## config.mk

```make
export PLATFORM = sky130hd
export DESIGN_NAME = scarv_soc_bram_initiator
export DESIGN_NICKNAME = d
export VERILOG_FILES = /design/src/rtl/scarv_soc_bram_initiator.sv
export SDC_FILE = /design/constraint.sdc
export NUM_CORES = 1
export LEC_CHECK = 0
export ABC_AREA = 1
export CAP_MARGIN = 20
export CORE_ASPECT_RATIO = 0.7
export CORE_MARGIN = 2
export CORE_UTILIZATION = 35
export CTS_CLUSTER_SIZE = 24
export DETAILED_ROUTE_END_ITERATION = 8
export DONT_BUFFER_PORTS = 1
export PLACE_DENSITY_LB_ADDON = 0.25
export SKIP_LAST_GASP = 1
export SYNTH_ARGS = -nofsm -noshare
export SYNTH_HDL_FRONTEND = slang
export SYNTH_SLANG_ARGS = --single-unit
```

## constraint.sdc

```tcl
create_clock -name clka -period 2.94 [get_ports clka]
set_input_delay 0 -clock clka [delete_from_list [all_inputs] [get_ports clka]]
set_output_delay 0 -clock clka [all_outputs]
set_load 0.01 [all_outputs]
```

## src/rtl/scarv_soc_bram_initiator.sv

```systemverilog
// Bridges a req/gnt + recv/ack memory bus onto one BRAM port; responses appear 1 cycle after accept.
// A stalled response is parked in a hold register and new grants are blocked until it drains.
module scarv_soc_bram_initiator #(
  parameter int unsigned DEPTH = 1024,
  parameter logic [31:0] BASE  = 32'h0000_0000,
  localparam int unsigned LW   = $clog2(DEPTH)
) (
  input  logic          clka,
  input  logic          rsta,
  input  logic          mem_req,
  output logic          mem_gnt,
  input  logic          mem_wen,
  input  logic [3:0]    mem_strb,
  input  logic [31:0]   mem_addr,
  input  logic [31:0]   mem_wdata,
  output logic          mem_recv,
  input  logic          mem_ack,
  output logic          mem_error,
  output logic [31:0]   mem_rdata,
  output logic          bram_en,
  output logic [3:0]    bram_we,
  output logic [LW-1:0] bram_addr,
  output logic [31:0]   bram_din,
  input  logic [31:0]   bram_dout
);

  logic        hit;
  logic        accept;
  logic        r1_valid;
  logic        r1_error;
  logic        r1_wen;
  logic [31:0] r1_rdata;
  logic        h_valid;
  logic        h_error;
  logic [31:0] h_rdata;

  assign hit = (mem_addr[31:LW] == BASE[31:LW]);

  // Grant only when no response would be left stranded next cycle.
  assign mem_gnt = !rsta && !h_valid && !(r1_valid && !mem_ack);
  assign accept  = mem_req && mem_gnt;

  assign bram_en   = accept && hit;
  assign bram_we   = (bram_en && mem_wen) ? mem_strb : 4'b0000;
  assign bram_addr = mem_addr[LW-1:0];
  assign bram_din  = mem_wdata;

  assign r1_rdata = (r1_error || r1_wen) ? 32'h0 : bram_dout;

  always_comb begin
    mem_recv  = 1'b0;
    mem_error = 1'b0;
    mem_rdata = 32'h0;
    if (!rsta) begin
      if (h_valid) begin
        mem_recv  = 1'b1;
        mem_error = h_error;
        mem_rdata = h_rdata;
      end else if (r1_valid) begin
        mem_recv  = 1'b1;
        mem_error = r1_error;
        mem_rdata = r1_rdata;
      end
    end
  end

  always_ff @(posedge clka) begin
    if (rsta) begin
      r1_valid <= 1'b0;
      r1_error <= 1'b0;
      r1_wen   <= 1'b0;
      h_valid  <= 1'b0;
      h_error  <= 1'b0;
      h_rdata  <= 32'h0;
    end else begin
      r1_valid <= accept;
      if (accept) begin
        r1_error <= !hit;
        r1_wen   <= mem_wen;
      end
      // bram_dout is only trusted for one cycle, so a stalled read is copied out here.
      if (h_valid) begin
        if (mem_ack) h_valid <= 1'b0;
      end else if (r1_valid && !mem_ack) begin
        h_valid <= 1'b1;
        h_error <= r1_error;
        h_rdata <= r1_rdata;
      end
    end
  end

endmodule

```

## Word-level counts from Yosys, hierarchy flattened

Cells that the tools add are included.
Widths: inputs -> output; s select.

| word-level totals | value |
|---|---|
| register bits | 37 |
| input bits | 105 |
| output and inout port bits | 82 |

| operators by class | value |
|---|---|
| mux-type cells | 14 |
| bitwise logic cells | 1 |
| reduce and logical (&&, ||, !) cells | 14 |

Operators by type and width:

| cell | number |
|---|---|
| $mux 32 | 4 |
| $logic_not 22->1 | 1 |
| $mux 1 | 9 |
| $logic_and 1x1->1 | 6 |
| $logic_not 1->1 | 5 |
| $mux 4 | 1 |
| $reduce_and 2->1 | 1 |
| $logic_or 1x1->1 | 1 |
| $not 1->1 | 1 |

## Logic depth before layout (Yosys ltp)

Gate-level depths: netlist of the first run.

| depth | value |
|---|---|
| word-level depth | 8 |
| depth in mapped cells | 6 |

## Worst setup path before layout of the first run

Ideal clock, no wire load.

| timing path | value |
|---|---|
| kind | reg-to-output |
| from | register r1_error |
| to | output mem_rdata[6] |
| data arrival time | 1169 ps |
| data required time | 2940 ps |
| slack | 1771 ps |
| stages on the path, launching flop included | 7 |
| cells stage by stage | dfxtp_1 > or2_1 > buf_6 > buf_12 > nor2_4 > nand2_1 > a21oi_1 |

| on the way | value |
|---|---|
| cells in the longest elaborated chain, start to end | 5 |

RTL lines:

| element | line | RTL |
|---|---|---|
| start, declared | 30 | `logic r1_error;` |
| start signal, assigned | 78 | `r1_error <= !hit;` |
| $logic_or 1x1->1 | 48 | `assign r1_rdata = (r1_error \|\| r1_wen) ? 32'h0 : bram_dout;` |
| $mux 32 | 48 |  |
| $mux 32 | 59 | `end else if (r1_valid) begin` |
| $mux 32 | 55 | `if (h_valid) begin` |
| $mux 32 | 54 | `if (!rsta) begin` |
| end, declared | 19 | `output logic [31:0] mem_rdata,` |

Every way passes these cells.

## Final worst setup path of the first run

| timing path | value |
|---|---|
| from | register h_valid |
| to | register h_rdata[6] |

| on the way | value |
|---|---|
| cells in the longest elaborated chain, start to end | 2 |

RTL lines:

| element | line | RTL |
|---|---|---|
| start, declared | 33 | `logic h_valid;` |
| start signal, assigned | 72 | `h_valid <= 1'b0;` |
| start signal, assigned | 83 | `if (mem_ack) h_valid <= 1'b0;` |
| start signal, assigned | 85 | `h_valid <= 1'b1;` |
| $not 1->1 (no source line) | - |  |
| $reduce_and 2->1 (no source line) | - |  |
| end signal, assigned | 87 | `h_rdata <= r1_rdata;` |
| end, declared | 35 | `logic [31:0] h_rdata;` |

Every way passes these cells.
A chain may end at the register's enable or synchronous reset.

==> results of run 1 <==
[placed cells by master, fill, tap and decap left out]
cell type,Yosys,routed
a21oi_1,66,66
a21oi_2,1,1
and2b_1,1,1
buf_12,3,1
buf_4,48,7
clkbuf_1,11,1
clkbuf_16,0,5
clkbuf_8,0,1
dfxtp_1,37,37
dlygate4sd3_1,0,18
inv_1,40,40
inv_2,1,1
nand2_1,109,109
nand3_1,34,34
nand3_2,1,1
nand4_1,1,1
nor2_1,24,24
nor2_4,31,31
nor3_1,1,1
o21ai_0,1,1
or2_4,0,1
[state kept, by name, indices dropped and copies added, names as in the netlist]
name and flops:
h_valid 1, h_error 1, h_rdata 32, r1_valid 1
r1_wen 1, r1_error 1
[final cells by class]
| type | instances | area, um^2 | area share |
|---|---|---|---|
| timing repair buffer | 26 | 253 | 0.0897 |
| sequential | 37 | 741 | 0.263 |
| multi-input combinational | 271 | 1400 | 0.497 |
| clock buffer | 7 | 143 | 0.0506 |
| inverter | 41 | 154 | 0.0546 |
| tap | 101 | 126 | 0.0449 |
[metal layers]
metal / wire (um) / track usage / part of all wire
met5: 0 / 0 / 0
met4: 52 / 0.0375 / 0.0079
met3: 491 / 0.0481 / 0.075
met2: 3050 / 0.252 / 0.46
met1: 2990 / 0.183 / 0.45
[worst max-delay path: cells and delay by family, from the launching register on]
| kind | cells | cell delay [ns] |
|---|---|---|
| buf+inv | 3 | 1.13 |
| simple gates | 3 | 0.62 |
| flops | 1 | 0.32 |
| compound gates | 1 | 0.13 |
[per-stage QoR]
step	std cells	worst slack (ns)	hold WS, ns	total power (uW)
after floorplan	420	1.77	0.0768	810
after global placement	457	1.24	0.0000686	751
after detailed placement	457	1.19	0.0000686	752
after CTS	483	0.664	0.0000686	1300
after global routing	483	0.536	0.0000163	1350
final	483	0.674	0.00000778	1290
[kinds of logic after synthesis]
group	synth area share
AO/OA/AOI/OAI	0.123
AND/OR/NAND/NOR	0.376
flip-flops	0.264
buffers and inverters	0.238
[worst min path at each step]
stage                             from  cells after the start  slack [ns]            endpoint
after global placement     mem_addr[3]                      0     0.00007        bram_addr[3]
final                     mem_wdata[3]                      0    0.000008         bram_din[3]
after global routing      mem_wdata[6]                      0     0.00002         bram_din[6]
after floorplan                mem_ack                      1        0.08  h_valid$_SDFF_PP0_
after CTS                  mem_addr[3]                      0     0.00007        bram_addr[3]
after detailed placement   mem_addr[3]                      0     0.00007        bram_addr[3]
[power groups by stage]
stage / clock network (uW) / logic (uW) / registers (uW)
global placement: 0 / 213 / 537
floorplan: 0 / 276 / 535
global route: 556 / 269 / 529
detailed placement: 0 / 215 / 537
finish: 518 / 241 / 527
CTS: 533 / 245 / 527
==> results.md, run 1 <==
- DR iter-0 viols: 162
- Initial Util: 0.359
- Worst Path Required: 3.16 ns
- Core area: 7800 um^2
- Async SR Flop Fraction: 0
- Share of layout cells above drive strength 1: 0.128
- Run status: finished clean
- Period utilisation layout: 0.771
- Crit-path cells: buf_4 > nor2_4 > nand2_1 > buf_4 > nand2_1 > a21oi_2 > dlygate4sd3_1
- Net Sw Frac: 0.271
- Netlist cell types: 20
- Top cells by area, synth: dfxtp_1 26%, nand2_1 15%, buf_4 13%, nor2_4 12%, a21oi_1 12%
- Area growth from synthesis to layout: 0.401%
- CTS tree: yes
- Layout Skew: 0.00326 ns
- Vias in the first global route: 2150
- Largest stage delay on the critical path: 0.56 ns
- Clock Tree Root: clkbuf_16
- Slew HR: 0.526
- CP Launch Type: flip-flop
- Drt pass-1 iters: 6
- Ys flop type: dfxtp_1
- Leakage: 0.00103 uW
- Clock buffer depth: 2
- Nets: 487
- R2r endpoint: h_rdata[6]$_SDFFE_PP0P_
- Number of gates resized after cts: 0
- Clock sinks: 37
- Total grt overflow: 0
- Hold Vio Cnt, Final: 0
- H-tree Lvls: 2
- Minimum clock period: 2.27 ns
- Nature of the critical path endpoint: flip-flop
- Clock Power Share: 0.403
- Avg Vias per Cell: 4.89
- RSZ-0062 raised after global routing: false
- Most frequent cell after synthesis: nand2_1
- Number of synthesized flops with an enable pin: 0
- Port-buffer cells: 0
- Hold buffers post-CTS: 19
- Reg2Reg Depth: 7
- Worst-path maximum fanout: 18
- Die W: 111 um
- Register bit count reported by yosys: 37
- Min-Delay Path Class: input pin to output port
- Max Cap Violations: 0
- Post-route core utilization: 0.361
- Worst setup path start: h_valid$_SDFF_PP0_
- Routed Antenna Nets: 0
- CP arrival: 2.48 ns
- Fin Setup TNS: 0 ns
- Setup Fix Bufs, Post-CTS: 0
- YS warnings: 0
- Final Cell Area: 2820 um^2
- FF-to-FF Start: h_valid$_SDFF_PP0_
- GRT Overall Usage: 0.148
- Worst-Margin Slew: 0.710 ns
- Pint: 937 uW
- Hpwl dp: 4.20 mm
- Highest clock rate: 0.441 GHz
- CP max-delay cell: dlygate4sd3_1
- Antenna diodes: 0
- Gate power share: 0.187
- Net Switching: 349 uW
- GPL Wtd Cong: 0.736
- Register area share after synthesis: 0.264
- Mapped Avg Cell Area: 6.68 um^2
- Die height: 78.9 um
- Critical Setup Path Class: flip-flop to flip-flop
- Pwr Density: 456 nW/um^2
- Wire per inst: 13.6 um
- Worst setup path endpoint: h_rdata[6]$_SDFFE_PP0P_
- Syn_nets: 525
- Vias: 2362
- DRT Wirelength: 6.59 mm
- IO Pins: 187
- Worst vdd ir: 183 uV
- Row Count: 27
- Placed instance area: 2470 um^2
- Reg clk slew, reported paths: 0.05 ns
- Cell type with the largest total area after synthesis: dfxtp_1
- Largest net degree at the start of global routing: 67
- Die area: 8760 um^2
- Number of CTS-inserted buffers: 5
- Post-synth top area share: 0.264
- Final setup violation count: 0
- Antenna violations before repair: 0
- Clk_lat worst skew: 0.28 ns
- Post-route DRC: 0
- First-pass GRT wire length: 10.6 mm
- Sequential power share: 0.410
- Layout fillers: 832
- Post-Syn Instances: 420
- Final Max Tran Viols: 0
- Leading cell types by count after synthesis: 109 x nand2_1, 66 x a21oi_1, 48 x buf_4, 40 x inv_1, 37 x dfxtp_1
- R2r setup slk: 0.67 ns
- Synth Cell Area: 2810 um^2
Note: power is estimated with default switching activity, not from simulation.
==> inputs of run 2 (changes only) <==
==> constraint.sdc (replaced) <==
create_clock -name clka -period 2.2 [get_ports clka]
set_input_delay 0 -clock clka [delete_from_list [all_inputs] [get_ports clka]]
set_output_delay 0 -clock clka [all_outputs]
set_load 0.01 [all_outputs]
==> run 2 against run 1 <==
  * Global-route usage up 0.21 points
  * Sequential power up 34%
  * Wire length up 2.4%
  * Critical path depth down 1
  * Via count down 0.34%
  * Sequential share of layout area down 0.46 points
  * Final cell count up 1.0%
  * Core utilization up 0.64 points
  * Combinational power up 39%
  * Hold slack unchanged
  * Die area unchanged
==> results.md, run 2 (synthesized netlist as in run 1, its figures left out) <==
- Clock sinks: 37 (unchanged)
- Number of gates resized after cts: 0 (unchanged)
- Antenna diodes: 0 (unchanged)
- Hpwl dp: 4.42 mm (+5.2%)
- Die W: 111 um (unchanged)
- Final Cell Area: 2870 um^2 (+1.8%)
- Antenna violations before repair: 0 (unchanged)
- Slew HR: 0.712 (+0.186)
- H-tree Lvls: 2 (unchanged)
- GPL Wtd Cong: 0.749 (+1.7%)
- Placed instance area: 2520 um^2 (+2.0%)
- Run status: finished clean
- Commonest cells after routing, fill and taps aside: 109 x nand2_1, 66 x a21oi_1, 40 x inv_1
- Routed Antenna Nets: 0 (unchanged)
- CP arrival: 2.16 ns (-0.32 ns)
- Nature of the critical path endpoint: flip-flop
- Hold slack: 0.00000778 ns (unchanged)
- Die area: 8760 um^2 (unchanged)
- Area growth from synthesis to layout: 2.19%
- Layout fillers: 836 (+0.48%)
- Port-buffer cells: 0 (unchanged)
- First-pass GRT wire length: 10.6 mm (-0.33%)
- Vias in the first global route: 2099 (-2.4%)
- Footprint of the multi-input gates: 1400 um^2 (unchanged)
- Max Cap Violations: 0 (unchanged)
- Final setup violation count: 0 (unchanged)
- Busiest grt layer: met2
- Hold Vio Cnt, Final: 0 (unchanged)
- Highest clock rate: 0.515 GHz (+17%)
- Grt met1 use: 0.201 (+0.0184)
- Worst Path Required: 2.42 ns (-0.74 ns)
- Core area: 7800 um^2 (unchanged)
- Worst vdd ir: 288 uV (+58%)
- Pwr Density: 606 nW/um^2 (+33%)
- Leakage: 0.00105 uW (+2.9%)
- Hold path startpoint: mem_wdata[3]
- Layout Skew: 0.00567 ns (+0.00241 ns)
- IO Pins: 187 (unchanged)
- Critical Setup Path Class: flip-flop to flip-flop
- Reg area: 741 um^2 (unchanged)
- Fin Setup TNS: 0 ns (unchanged)
- Largest reg by FF count: h_rdata
- Reg clk slew, reported paths: 0.06 ns (about the same)
- Share of layout cells above drive strength 1: 0.140 (+0.0113)
- FF-to-FF Start: h_valid$_SDFF_PP0_
- Largest net degree at the start of global routing: 43 (-36%)
- Worst-Margin Slew: 0.431 ns (-0.279 ns)
- M2 GR Usage: 0.232 (-0.0196)
- Number of CTS-inserted buffers: 5 (unchanged)
- CTS tree: yes
- Clock buffer depth: 2 (unchanged)
- Drt pass-1 iters: 4 (-2)
- Initial Util: 0.359 (unchanged)
- Total grt overflow: 0 (unchanged)
- Max reg flops: 32 (unchanged)
- Minimum clock period: 1.94 ns (-0.322 ns)
- Vias: 2354 (-0.34%)
- Period utilisation layout: 0.883 (+0.113)
- Min-Delay Path Class: input pin to output port
- Global routing usage on met3: 0.0504 (+0.00229)
- Post-route DRC: 0 (unchanged)
- GRT Overall Usage: 0.150 (+0.00208)
- Wire per inst: 13.8 um (+1.4%)
- Final Max Tran Viols: 0 (unchanged)
- DR iter-0 viols: 125 (-23%)
- Worst setup path start: h_valid$_SDFF_PP0_
- Die height: 78.9 um (unchanged)
- Clock Tree Root: clkbuf_16
- DRT Wirelength: 6.74 mm (+2.4%)
- Row Count: 27 (unchanged)
- Avg Vias per Cell: 4.82 (-1.4%)
- RSZ-0062 raised after global routing: false
- Worst-path maximum fanout: 42 (+24)
- CP Launch Type: flip-flop
- Most common cell after layout, fill and taps aside: nand2_1
- Clk_lat worst skew: 0.27 ns (about the same)
- Setup Fix Bufs, Post-CTS: 0 (unchanged)
- Nets: 492 (+1.0%)
run 2: stage by stage:
| stage | total power, uW | cells | worst slack (ns) | utilization |
|---|---|---|---|---|
| floorplan | 1080 | 420 | 1.03 | - |
| global placement | 1010 | 462 | 0.757 | 0.323 |
| detailed placement | 1020 | 462 | 0.723 | 0.323 |
| CTS | 1770 | 488 | 0.270 | 0.367 |
| global route | 1840 | 488 | 0.107 | 0.367 |
| finish | 1740 | 488 | 0.257 | 0.367 |
run 2: final timing paths:
path	end	slack, ns	cells after the start
hold / removal	bram_din[3]	0.000008	0
setup / recovery	h_rdata[5]$_SDFFE_PP0P_	0.26	6
setup reg to reg	h_rdata[5]$_SDFFE_PP0P_	0.26	6
hold reg to reg	h_rdata[2]$_SDFFE_PP0P_	0.46	2
run 2: power by group:
group / switching, uW / internal, uW
registers: 11.6 / 692
logic: 211 / 123
clock network: 253 / 445
total: 476 / 1260
run 2: cell type report:
type / instances / area share
well taps: 101 / 0.0441
inverters: 41 / 0.0537
multi-input cells: 271 / 0.488
flip-flops and latches: 37 / 0.258
clock buffers: 7 / 0.0498
repair buffers: 31 / 0.106
run 2: routing by layer:
metal | routed length [um] | vias to the layer above
li1 | - | 1190
met4 | 27 | 0
met2 | 2940 | 121
met3 | 519 | 4
met1 | 3260 | 1039
met5 | 0 | -
run 2: critical path: stages, from the launching register on:
cell and delay, ns:
dfxtp_1 0.32, buf_4 0.20, nor2_4 0.13, buf_4 0.40
nand3_1 0.13, a21oi_1 0.14, dlygate4sd3_1 0.56
run 2: what timing repair did:
item / 4_1_cts / 5_1_grt
hold endpoints to repair: 37 / 0
hold buffers: 19 / 0
endpoints found under the setup margin: 0 / 0
==> inputs of run 3 (changes only) <==
--- a/config.mk
+++ b/config.mk
@@ -14,6 +14,7 @@
 export DETAILED_ROUTE_END_ITERATION = 8
 export DONT_BUFFER_PORTS = 1
 export PLACE_DENSITY_LB_ADDON = 0.25
+export RECOVER_POWER = 100
 export SKIP_LAST_GASP = 1
 export SYNTH_ARGS = -nofsm -noshare
 export SYNTH_HDL_FRONTEND = slang
==> run 3 against run 2 <==
  * The run now ends with negative hold slack left
  * First-iteration DRC count fell by 6.4%
  * Critical path depth did not move
  * Power fell by 1.7%
  * Register-to-register slack improved by 0.03 ns
  * Maximum frequency rose by 1.8%
  * Critical path type unchanged
  * Largest cell class unchanged
==> results.md, run 3 (synthesized netlist as in run 1, its figures left out) <==
- GRT Overall Usage: 0.150 (unchanged)
- Hold slack: -0.0275 ns (-0.0275 ns)
- Commonest cells after routing, fill and taps aside: 109 x nand2_1, 66 x a21oi_1, 40 x inv_1
- Number of gates resized after cts: 0 (unchanged)
- Hold buffers post-CTS: 19 (unchanged)
- Clk_lat worst skew: 0.27 ns (about the same)
- Crit path buffers/inverters: 2 (-1)
- GPL Wtd Cong: 0.749 (unchanged)
- CP max-delay cell: dlygate4sd3_1
- Row Count: 27 (unchanged)
- Period utilisation layout: 0.868 (-0.0153)
- Pwr Density: 617 nW/um^2 (+2.0%)
- Clock Tree Root: clkbuf_16
- Max reg flops: 32 (unchanged)
- Fin Setup TNS: 0 ns (unchanged)
- Largest reg by FF count: h_rdata
- IO Pins: 187 (unchanged)
- Min-Delay Path Class: input pin to flip-flop
- Layout Skew: 0.00512 ns (-0.000559 ns)
- Share of layout cells above drive strength 1: 0.101 (-0.0388)
- Initial Util: 0.359 (unchanged)
- CTS tree: yes
- Slew HR: 0.386 (-0.326)
- Total Power: 1710 uW (-1.7%)
- Antenna violations before repair: 0 (unchanged)
- Violated checks: negative hold slack
- Die area: 8760 um^2 (unchanged)
- Avg Vias per Cell: 4.85 (+0.51%)
- Hold Vio Cnt, Final: 5 (+5)
- Worst-Margin Slew: 0.921 ns (+0.490 ns)
- Vias in the first global route: 2099 (unchanged)
- Die height: 78.9 um (unchanged)
- Antenna diodes: 0 (unchanged)
- Crit-path cells: or2_4 > buf_4 > nor2_4 > nand3_1 > a21oi_1 > dlygate4sd3_1
- CP top delay family: buffers and inverters
- RSZ-0062 raised after global routing: false
- Vias: 2366 (+0.51%)
- Reg clk slew, reported paths: 0.06 ns (about the same)
- Worst vdd ir: 279 uV (-3.2%)
- CP Launch Type: flip-flop
- Nature of the critical path endpoint: flip-flop
- Final Max Tran Viols: 0 (unchanged)
- Max Cap Violations: 0 (unchanged)
- CP arrival: 2.07 ns (-0.09 ns)
- DR iter-0 viols: 117 (-6.4%)
- H-tree Lvls: 2 (unchanged)
- Setup Fix Bufs, Post-CTS: 0 (unchanged)
- Worst Path Required: 2.36 ns (-0.06 ns)
- Routed Antenna Nets: 0 (unchanged)
- Nets: 492 (unchanged)
- First-pass GRT wire length: 10.6 mm (unchanged)
- Clock buffer depth: 2 (unchanged)
- Wire per inst: 13.8 um (-0.44%)
- Critical Setup Path Class: flip-flop to flip-flop
- Post-route DRC: 0 (unchanged)
- Worst-path maximum fanout: 15 (-64%)
- Total grt overflow: 0 (unchanged)
- Minimum clock period: 1.91 ns (-0.0336 ns)
- Hpwl dp: 4.42 mm (unchanged)
- Number of CTS-inserted buffers: 5 (unchanged)
- Most common cell after layout, fill and taps aside: nand2_1
- Die W: 111 um (unchanged)
- Area growth from synthesis to layout: -1.43%
- Largest stage delay on the critical path: 0.56 ns (about the same)
- Final setup violation count: 0 (unchanged)
- DRT Wirelength: 6.71 mm (-0.44%)
- Leakage: 0.00103 uW (-2.5%)
- Run status: finished, violations left
- Core area: 7800 um^2 (unchanged)
- Drt pass-1 iters: 4 (unchanged)
- Largest net degree at the start of global routing: 43 (unchanged)
- Highest clock rate: 0.524 GHz (+1.8%)
- Clock sinks: 37 (unchanged)
- Port-buffer cells: 0 (unchanged)
run 3: worst paths after layout:
path / from / end / slack (ns) / depth (start not counted)
worst max-delay path: r1_error$_SDFFE_PP0P_ / h_rdata[5]$_SDFFE_PP0P_ / 0.29 / 6
worst min-delay path: bram_dout[17] / h_rdata[17]$_SDFFE_PP0P_ / -0.03 / 4
worst max register to register: r1_error$_SDFFE_PP0P_ / h_rdata[5]$_SDFFE_PP0P_ / 0.29 / 6
worst min register to register: h_rdata[2]$_SDFFE_PP0P_ / h_rdata[2]$_SDFFE_PP0P_ / 0.46 / 2
run 3: area by class of cell:
cell class                      instances  area (um^2)
Tap cell                              101          126
Sequential cell                        37          741
Inverter                               41          154
Clock buffer                            7          143
Fill cell                             851         5040
Multi-Input combinational cell        271         1310
Timing Repair Buffer                   31          289
run 3: metal layers:
metal	vias up	global-route usage	wire length (um)
li1	1190	-	-
met1	1053	0.201	3200
met2	119	0.232	2970
met3	4	0.0504	521
met4	0	0.0400	27
met5	-	0	0
run 3: through the flow:
step | instance area (um^2) | util | worst slack (ns) | instances
4_1_cts | 2870 | 0.367 | 0.270 | 488
5_1_grt | 2770 | 0.354 | 0.109 | 488
2_1_floorplan | 2810 | - | 1.03 | 420
6_report | 2770 | 0.354 | 0.290 | 488
3_3_place_gp | 2520 | 0.323 | 0.757 | 462
3_5_place_dp | 2520 | 0.323 | 0.723 | 462
run 3: power breakdown:
group | switching, uW | leakage [uW] | total [uW] | internal (uW)
clock | 253 | 0.0000700 | 698 | 445
sequential | 11.6 | 0.000300 | 704 | 692
combinational | 194 | 0.000658 | 306 | 111
total | 459 | 0.00103 | 1710 | 1250
run 3: tightest hold or removal path, stage by stage:
cell and delay, ns:
inv_1 0.03, nor2_1 0.04, nand3_1 0.06, a21oi_1 0.06
